==> src/rtl/cordic_pkg.sv <==
// Shared definitions for the CORDIC gain-compensation stage: default lane
// geometry, the packed {x, y} lane layout and the controller state encoding.
package cordic_pkg;

  localparam int LANE_W     = 16;
  localparam int K_COEF_DEF = 19898;
  localparam int FRAC_DEF   = 15;

  // Lane slot inside the packed word: x occupies the upper half.
  localparam int X_LANE = 1;
  localparam int Y_LANE = 0;

  typedef enum logic [1:0] {
    IDLE,
    MUL,
    DONE
  } state_t;

  function automatic logic [2*LANE_W-1:0] pack_xy(input logic [LANE_W-1:0] x,
                                                  input logic [LANE_W-1:0] y);
    return {x, y};
  endfunction

endpackage

==> src/rtl/cordic_gain_lane.sv <==
// One lane of the gain compensator: bit-serial shift-add multiply by K_COEF,
// then round half toward +inf and saturate back to WIDTH bits.
import cordic_pkg::*;

module cordic_gain_lane #(
  parameter int          WIDTH  = LANE_W,
  parameter int unsigned K_COEF = K_COEF_DEF,
  parameter int          FRAC   = FRAC_DEF,
  parameter int          CW     = $clog2(WIDTH)
) (
  input  logic             clock,
  input  logic             reset_n,
  input  logic             load,
  input  logic             step,
  input  logic             last,
  input  logic [CW-1:0]    bit_idx,
  input  logic [WIDTH-1:0] din,
  output logic [WIDTH-1:0] dout
);

  localparam int AW = WIDTH + FRAC + 2;
  localparam logic [WIDTH-1:0]     K_BITS = WIDTH'(K_COEF);
  localparam logic signed [AW-1:0] HALF   = AW'(2 ** (FRAC - 1));
  localparam logic signed [AW-1:0] MAX_V  = AW'(2 ** (WIDTH - 1) - 1);
  localparam logic signed [AW-1:0] MIN_V  = ~MAX_V;

  logic signed [AW-1:0] op_p0;
  logic signed [AW-1:0] acc_p1;
  logic signed [AW-1:0] term;
  logic signed [AW-1:0] acc_next;
  logic [WIDTH-1:0]     res_p2;

  function automatic logic signed [AW-1:0] round_half_up(input logic signed [AW-1:0] p);
    return (p + HALF) >>> FRAC;
  endfunction

  function automatic logic [WIDTH-1:0] saturate(input logic signed [AW-1:0] r);
    logic signed [AW-1:0] c;
    if (r > MAX_V)      c = MAX_V;
    else if (r < MIN_V) c = MIN_V;
    else                c = r;
    return c[WIDTH-1:0];
  endfunction

  always_comb begin
    term = '0;
    if (K_BITS[bit_idx]) term = op_p0 <<< bit_idx;
    acc_next = acc_p1 + term;
  end

  always_ff @(posedge clock or negedge reset_n) begin
    if (!reset_n) begin
      op_p0  <= '0;
      acc_p1 <= '0;
      res_p2 <= '0;
    end else begin
      // p0: operand capture / p1: partial-product accumulation
      if (load) begin
        op_p0  <= {{(AW-WIDTH){din[WIDTH-1]}}, din};
        acc_p1 <= '0;
      end else if (step) begin
        acc_p1 <= acc_next;
      end
      // p2: the final partial product is folded in before rounding
      if (step && last) res_p2 <= saturate(round_half_up(acc_next));
    end
  end

  assign dout = res_p2;

endmodule

==> src/rtl/cordic_gain_comp.sv <==
// CORDIC gain compensation: scales both packed lanes by K with a shared
// WIDTH-cycle bit-serial controller and a valid/ready handshake on each side.
import cordic_pkg::*;

module cordic_gain_comp #(
  parameter int          WIDTH  = LANE_W,
  parameter int unsigned K_COEF = K_COEF_DEF,
  parameter int          FRAC   = FRAC_DEF
) (
  input  logic               clock,
  input  logic               reset_n,
  input  logic [2*WIDTH-1:0] in_data,
  input  logic               in_valid,
  output logic               in_ready,
  output logic [2*WIDTH-1:0] out_data,
  output logic               out_valid,
  input  logic               out_ready
);

  localparam int CW = $clog2(WIDTH);

  state_t        state;
  state_t        state_nxt;
  logic [CW-1:0] cnt;
  logic          accept;
  logic          step;
  logic          last;

  assign accept = in_valid && in_ready;
  assign step   = (state == MUL);
  assign last   = (cnt == CW'(WIDTH - 1));

  always_ff @(posedge clock or negedge reset_n) begin
    if (!reset_n) state <= IDLE;
    else          state <= state_nxt;
  end

  always_comb begin
    state_nxt = state;
    in_ready  = 1'b0;
    out_valid = 1'b0;
    case (state)
      IDLE: begin
        in_ready = 1'b1;
        if (in_valid) state_nxt = MUL;
      end
      MUL: begin
        if (last) state_nxt = DONE;
      end
      DONE: begin
        out_valid = 1'b1;
        if (out_ready) state_nxt = IDLE;
      end
      default: state_nxt = IDLE;
    endcase
  end

  always_ff @(posedge clock or negedge reset_n) begin
    if (!reset_n)    cnt <= '0;
    else if (accept) cnt <= '0;
    else if (step)   cnt <= cnt + CW'(1);
  end

  cordic_gain_lane #(
    .WIDTH(WIDTH), .K_COEF(K_COEF), .FRAC(FRAC), .CW(CW)
  ) u_lane_x (
    .clock   (clock),
    .reset_n (reset_n),
    .load    (accept),
    .step    (step),
    .last    (last),
    .bit_idx (cnt),
    .din     (in_data[X_LANE*WIDTH +: WIDTH]),
    .dout    (out_data[X_LANE*WIDTH +: WIDTH])
  );

  cordic_gain_lane #(
    .WIDTH(WIDTH), .K_COEF(K_COEF), .FRAC(FRAC), .CW(CW)
  ) u_lane_y (
    .clock   (clock),
    .reset_n (reset_n),
    .load    (accept),
    .step    (step),
    .last    (last),
    .bit_idx (cnt),
    .din     (in_data[Y_LANE*WIDTH +: WIDTH]),
    .dout    (out_data[Y_LANE*WIDTH +: WIDTH])
  );

endmodule

==> config.mk <==
export PLATFORM = sky130hd
export DESIGN_NAME = cordic_gain_comp
export DESIGN_NICKNAME = d
export VERILOG_FILES = /design/src/rtl/cordic_pkg.sv /design/src/rtl/cordic_gain_lane.sv /design/src/rtl/cordic_gain_comp.sv
export SDC_FILE = /design/constraint.sdc
export NUM_CORES = 1
export LEC_CHECK = 0
export CORE_MARGIN = 5
export CORE_UTILIZATION = 40
export CTS_BUF_LIST = sky130_fd_sc_hd__clkbuf_4 sky130_fd_sc_hd__clkbuf_8
export DETAILED_ROUTE_END_ITERATION = 7
export HOLD_SLACK_MARGIN = 0.06
export MAX_ROUTING_LAYER = met4
export PLACE_DENSITY = 0.57
export SLEW_MARGIN = 10
export SYNTH_ARGS = -nofsm -noshare
export SYNTH_HDL_FRONTEND = slang
export SYNTH_HIERARCHICAL = 1
export SYNTH_SLANG_ARGS = --single-unit
==> constraint.sdc <==
create_clock -name clock -period 5.03 [get_ports clock]
set_input_delay 0.7545 -clock clock [delete_from_list [all_inputs] [get_ports clock]]
set_output_delay 0.7545 -clock clock [all_outputs]
set_load 0.005 [all_outputs]
Word level (Yosys, flattened, before mapping)
Memory sizes are Yosys's and may differ from the RTL's.
Cells that the tools add are included.
- flip-flop bits (word level): 136
- ROM bits: 16
- word-level logic and storage cells: 51
- memories: 1
- add/sub/neg operators: 5
- $lt $le $gt $ge: 5
- eq/ne operators: 6
- shift-type cells: 2
- multiplexer cells: 19
- reductions and logical operators: 5
- memories (memory ; words ; bits a word ; read ports ; clocked after Yosys merged registers in ; write ports ; RTL line ; source):
    (name not given) ; 16 ; 1 ; 1 ; 0 ; 0 ; cordic_gain_lane.sv:47 ; if (K_BITS[bit_idx]) term = op_p0 <<< bit_idx;
- operators by type and width (cell ; number):
    33-bit 2-to-1 mux ; 6
    33-bit by 16-bit adder with 33-bit output, second input constant ; 2
    33-bit adder ; 2
    16-bit by 4-bit <<< shifter with 33-bit output ; 2
    16-bit 2-to-1 mux ; 4
    18-bit by 16-bit > comparator with 1-bit output, second input constant ; 2
    18-bit by 16-bit < comparator with 1-bit output, second input constant ; 2
    4-bit 2-to-1 mux ; 2
    2-bit 2-to-1 mux ; 3
    2-bit inequality test, second input constant ; 3
    2-bit one-hot mux with 3 select lines ; 1
    4-bit by 5-bit < comparator with 1-bit output, second input constant ; 1
    4-bit by 1-bit adder with 4-bit output, second input constant ; 1
    4-bit equality test, second input constant ; 1
    1-bit 2-to-1 mux ; 3
    3-bit AND reduction ; 1
    2-bit by 1-bit equality test with 1-bit output, second input constant ; 1
    2-bit equality test, second input constant ; 1
    1-bit logical AND ; 2
    2-bit logical NOT ; 1
    2-bit nonzero test ; 1

Depth between registers and ports, before layout
- word-level depth: 8
- mapped depth: 24
- depth with buffers taken out: 20

Hierarchy
Netlist, hierarchy kept.
- modules (own cells, without submodules) (module ; times used ; cells each ; area each (µm²) ; sequential area each (µm²)):
    cordic_gain_lane ; 2 ; 719 ; 6288.5 ; 1626.6
    cordic_gain_comp ; 1 ; 27 ; 287.8 ; 150.1

Worst setup path after synthesis
OpenSTA, ideal clock, no wires.
- kind: register to register
- start: register cnt[1]
- end: register u_lane_x.res_p2[10], in the netlist u_lane_x/dout[10]
- arrival: 5358 ps
- setup slack: -451 ps
- cell stages (with the launch flop): 22
- buffers on the path: 5
- clock period less this slack: 5481 ps
- cell sequence: dfrtp_1 -> clkbuf_1 -> clkbuf_1 -> clkbuf_1 -> mux2i_1 -> a21oi_1 -> a21oi_1 -> a211oi_1 -> ha_1 -> buf_6 -> a21oi_1 -> o21ai_4 -> a21oi_1 -> mux2_2 -> a311oi_2 -> o2111ai_1 -> or4_4 -> or4_4 -> a21oi_4 -> o211ai_4 -> buf_6 -> o221a_2
- longest elaborated chain between the ends: 8
- elaborated cells on any way between the ends: 12
- those cells by class: 2 x add/sub; 2 x order compare; 1 x eq/ne; 1 x shift; 4 x mux; 1 x reduce/logical; 1 x memory
- RTL lines (item ; RTL line ; source):
    start, declared ; cordic_gain_comp.sv:24 ; logic [CW-1:0] cnt;
    start signal, assigned ; cordic_gain_comp.sv:61 ; else if (step) cnt <= cnt + CW'(1);
    memory 16 x 1 bit ; n/a ;
    1-bit 2-to-1 mux (implied by the code) ; cordic_gain_lane.sv:47 ;
    33-bit 2-to-1 mux ; cordic_gain_lane.sv:47 ;
    33-bit adder ; cordic_gain_lane.sv:48 ; acc_next = acc_p1 + term;
    33-bit by 16-bit adder with 33-bit output ; cordic_gain_lane.sv:34 ; return (p + HALF) >>> FRAC;
    18-bit by 16-bit < comparator with 1-bit output ; cordic_gain_lane.sv:40 ; else if (r < MIN_V) c = MIN_V;
    16-bit 2-to-1 mux ; cordic_gain_lane.sv:40 ;
    16-bit 2-to-1 mux ; cordic_gain_lane.sv:39 ; if (r > MAX_V) c = MAX_V;
    end signal, assigned ; cordic_gain_lane.sv:65 ; if (step && last) res_p2 <= saturate(round_half_up(acc_next));
    end, declared ; cordic_gain_lane.sv:31 ; logic [WIDTH-1:0] res_p2;
Several ways; a longest one is shown, not always the timed one. The select of a mux whose other input is x is not followed.
A chain may end at the register's enable or synchronous reset.

Worst setup path in the final report
- start: register cnt[1]
- end: register u_lane_x.res_p2[11], in the netlist u_lane_x/dout[11]
The elaborated chain is that of the path after synthesis.

==> flow_metrics.tcl <==
set metrics [dict create \
    status "finished with violations" \
    violations "negative setup slack" \
    dp_hpwl_microns 30990 \
    synth_common_cells "nor2_1 (154), dfrtp_1 (136), a21oi_1 (110)" \
    drc 0 \
    arrival_ps 5550 \
    io_buffers 69 \
    synth_top_area_cell "dfrtp_1" \
    cts.path.max_buffers 2 \
    dieArea_sq_um 35850 \
    vias 13100 \
    synth_top_area_frac 0.2645 \
    place_area_sq_um 16460 \
    cp_slowest_stage_delay_ps 600 \
    synth.avg_cell_area_sq_um 8.781 \
    path_max_fanout 8 \
    grt_max_degree 75 \
    drv_slew 0 \
    syn_to_final_growth_pct 50.05 \
    crit_type "flip-flop to flip-flop" \
    routed_wl_microns 42780 \
    fill_cells 2617 \
    core_area_sq_um 31640 \
    wire_per_inst_microns 18.18 \
    grtUsageTotal 0.2394 \
    final.min_clock_period_ps 5176 \
    clock_tree.root_cell "clkbuf_8" \
    async_flop_share 1.000 \
    yosysSeqAreaShare 0.2645 \
    synth_cells 1465 \
    max_freq_mhz 193.2 \
    holdWs_ps 220.5 \
    grt_setup_unrepaired "yes" \
    post-route-period-util 1.029 \
    fin_ws_ps -146.3 \
    gp_congestion 0.9366 \
    grt_pass1_wl_microns 68340 \
    start_kind "flip-flop" \
    fp-row-count 65 \
    synth_area_sq_um 12860 \
    slowest_stage "or4_4" \
    start_util 0.4066 \
    synth_edf_count 0 \
    crit_required_ps 5410 \
    pin_count 70 \
    finClkSkew_ps 24.59 \
    clkTransAtPathRegs_ps 110 \
    yosysMostFrequentCell "nor2_1" \
    numCtsBuffers 17 \
    h-tree-depth 4 \
    grt_overflow 0 \
    synth_fp_nets 1570 \
    dp_slack_ps -363.3 \
    worstMarginPinSlew_ps 947.6 \
    dieHeight_microns 189.3 \
    ys.flop_type "dfrtp_1" \
    ant_nets 0 \
    clkLatencyLatePin_ps 500 \
    ys_warn_count 6 \
    hold_class "input port to async pin" \
    path_cells "buf_8 -> buf_8 -> buf_4 -> mux4_2 -> buf_4 -> mux2i_4 -> a211oi_2 -> ha_1 -> and4_4 -> buf_6 -> nand4_4 -> or2_4 -> nor4b_4 -> nor4_4 -> nand4_2 -> or4_4 -> or4_4 -> a21oi_4 -> o211ai_4 -> o221a_2" \
    synth-seq-cells 136 \
    synth_cell_type_count 92 \
    hold_violations 0 \
    synthTopCellsByArea "dfrtp_1 (26%), mux2i_1 (7.5%), ha_1 (6.5%)" \
    drtPass1Iterations 5 \
    drive_above_1_share 0.4487 \
    setup_viol 30 \
    drtIter0Drc 735 \
    tritoncts "done" \
    slew_headroom 0.3683 \
    grt_antenna_before_repair 0 \
    grt_pass1_vias 12980 \
    via_per_inst 5.568 \
    worst_setup_path_end_kind "flip-flop" \
    num-nets-final 2042 \
    clock_sinks 136 \
    fin_area_sq_um 19300 \
    drv_cap 0 \
    die_w_microns 189.3 \
    finalSetupTns_ps -3453 \
]
## metrics by stage
step / util / instances
after floorplan: - / 1465
after global placement: 0.5202 / 2216
after detailed placement: 0.5202 / 2216
after CTS: 0.5837 / 2313
after global routing: 0.6101 / 2352
final: 0.6102 / 2353
## critical path: cells and delay by family, from the launching register on
| kind | cells | cell delay [ps] |
|---|---|---|
| AOI/OAI and AO/OA | 4 | 660 |
| adders and majority gates | 1 | 350 |
| buffers and inverters | 5 | 680 |
| and+or+nand+nor | 8 | 2420 |
| DFF | 1 | 430 |
| muxes | 2 | 500 |
## sequential cells by signal, summed over array words and instances, names as in the netlist
register / flops
u_lane_x/acc_p1: 33
u_lane_y/acc_p1: 33
u_lane_x/dout: 16
u_lane_x/op_p0: 16
u_lane_y/dout: 16
u_lane_y/op_p0: 16
cnt: 4
state: 2
## per-layer routing
| metal | global-route usage | share of wire | up-vias |
|---|---|---|---|
| li1 | - | - | 6430 |
| met1 | 0.3331 | 0.48 | 6349 |
| met2 | 0.3756 | 0.46 | 271 |
| met3 | 0.03319 | 0.038 | 52 |
| met4 | 0.05064 | 0.017 | 0 |
| met5 | - | 0 | - |
## logic make-up after synthesis
kind of cell,Yosys count,synth area share
simple gates,498,0.2063
buf+inv,120,0.04610
compound gates,425,0.2441
mux,143,0.1211
fa+ha+maj,69,0.06827
xor+xnor,72,0.04902
other cells,2,0.0005838
flops,136,0.2645
## cell type report
type / instances / area [sq um] / area share
Multi-Input combinational cell: 1212 / 10400 / 0.5387
Timing Repair Buffer: 540 / 4427 / 0.2293
Sequential cell: 136 / 3411 / 0.1767
Tap cell: 402 / 503.0 / 0.02606
Clock buffer: 17 / 234.0 / 0.01212
Clock inverter: 15 / 214.0 / 0.01108
Inverter: 30 / 113.9 / 0.005898
Antenna cell: 1 / 2.502 / 0.0001296
## what timing repair did
action	4_1_cts	5_1_grt
hold buffers	0	0
buffers inserted	67	42
endpoints found under the setup margin	30	32
pin swaps	96	93
resized for setup	217	121
gates cloned	5	0
## final timing paths
path	start	end	slack [ps]	depth (start not counted)
worst max-delay path	cnt[1]	u_lane_x/dout[11]	-150	20
worst min-delay path	reset_n	u_lane_x/acc_p1[16]	220	1
worst max register to register	cnt[1]	u_lane_x/dout[11]	-150	20
worst min register to register	u_lane_x/dout[15]	u_lane_x/dout[15]	480	2
max in group asynchronous	reset_n	u_lane_y/acc_p1[13]	3790	2
min in group clock	u_lane_x/dout[15]	u_lane_x/dout[15]	480	2
## cells in the final DEF (no fill, tap or decap), types with 38 or more instances in the layout
cell type        count
xnor2_1             40
nor2_1             140
a21oi_1             62
dfrtp_1            132
nand2_1             79
ha_1                51
mux2i_1             72
a21oi_2             43
clkdlybuf4s50_1     68
buf_4              432
mux2_2              38
Power is not shown: default switching activity piles up to over one toggle a cycle in this logic, so the estimate is an artifact.
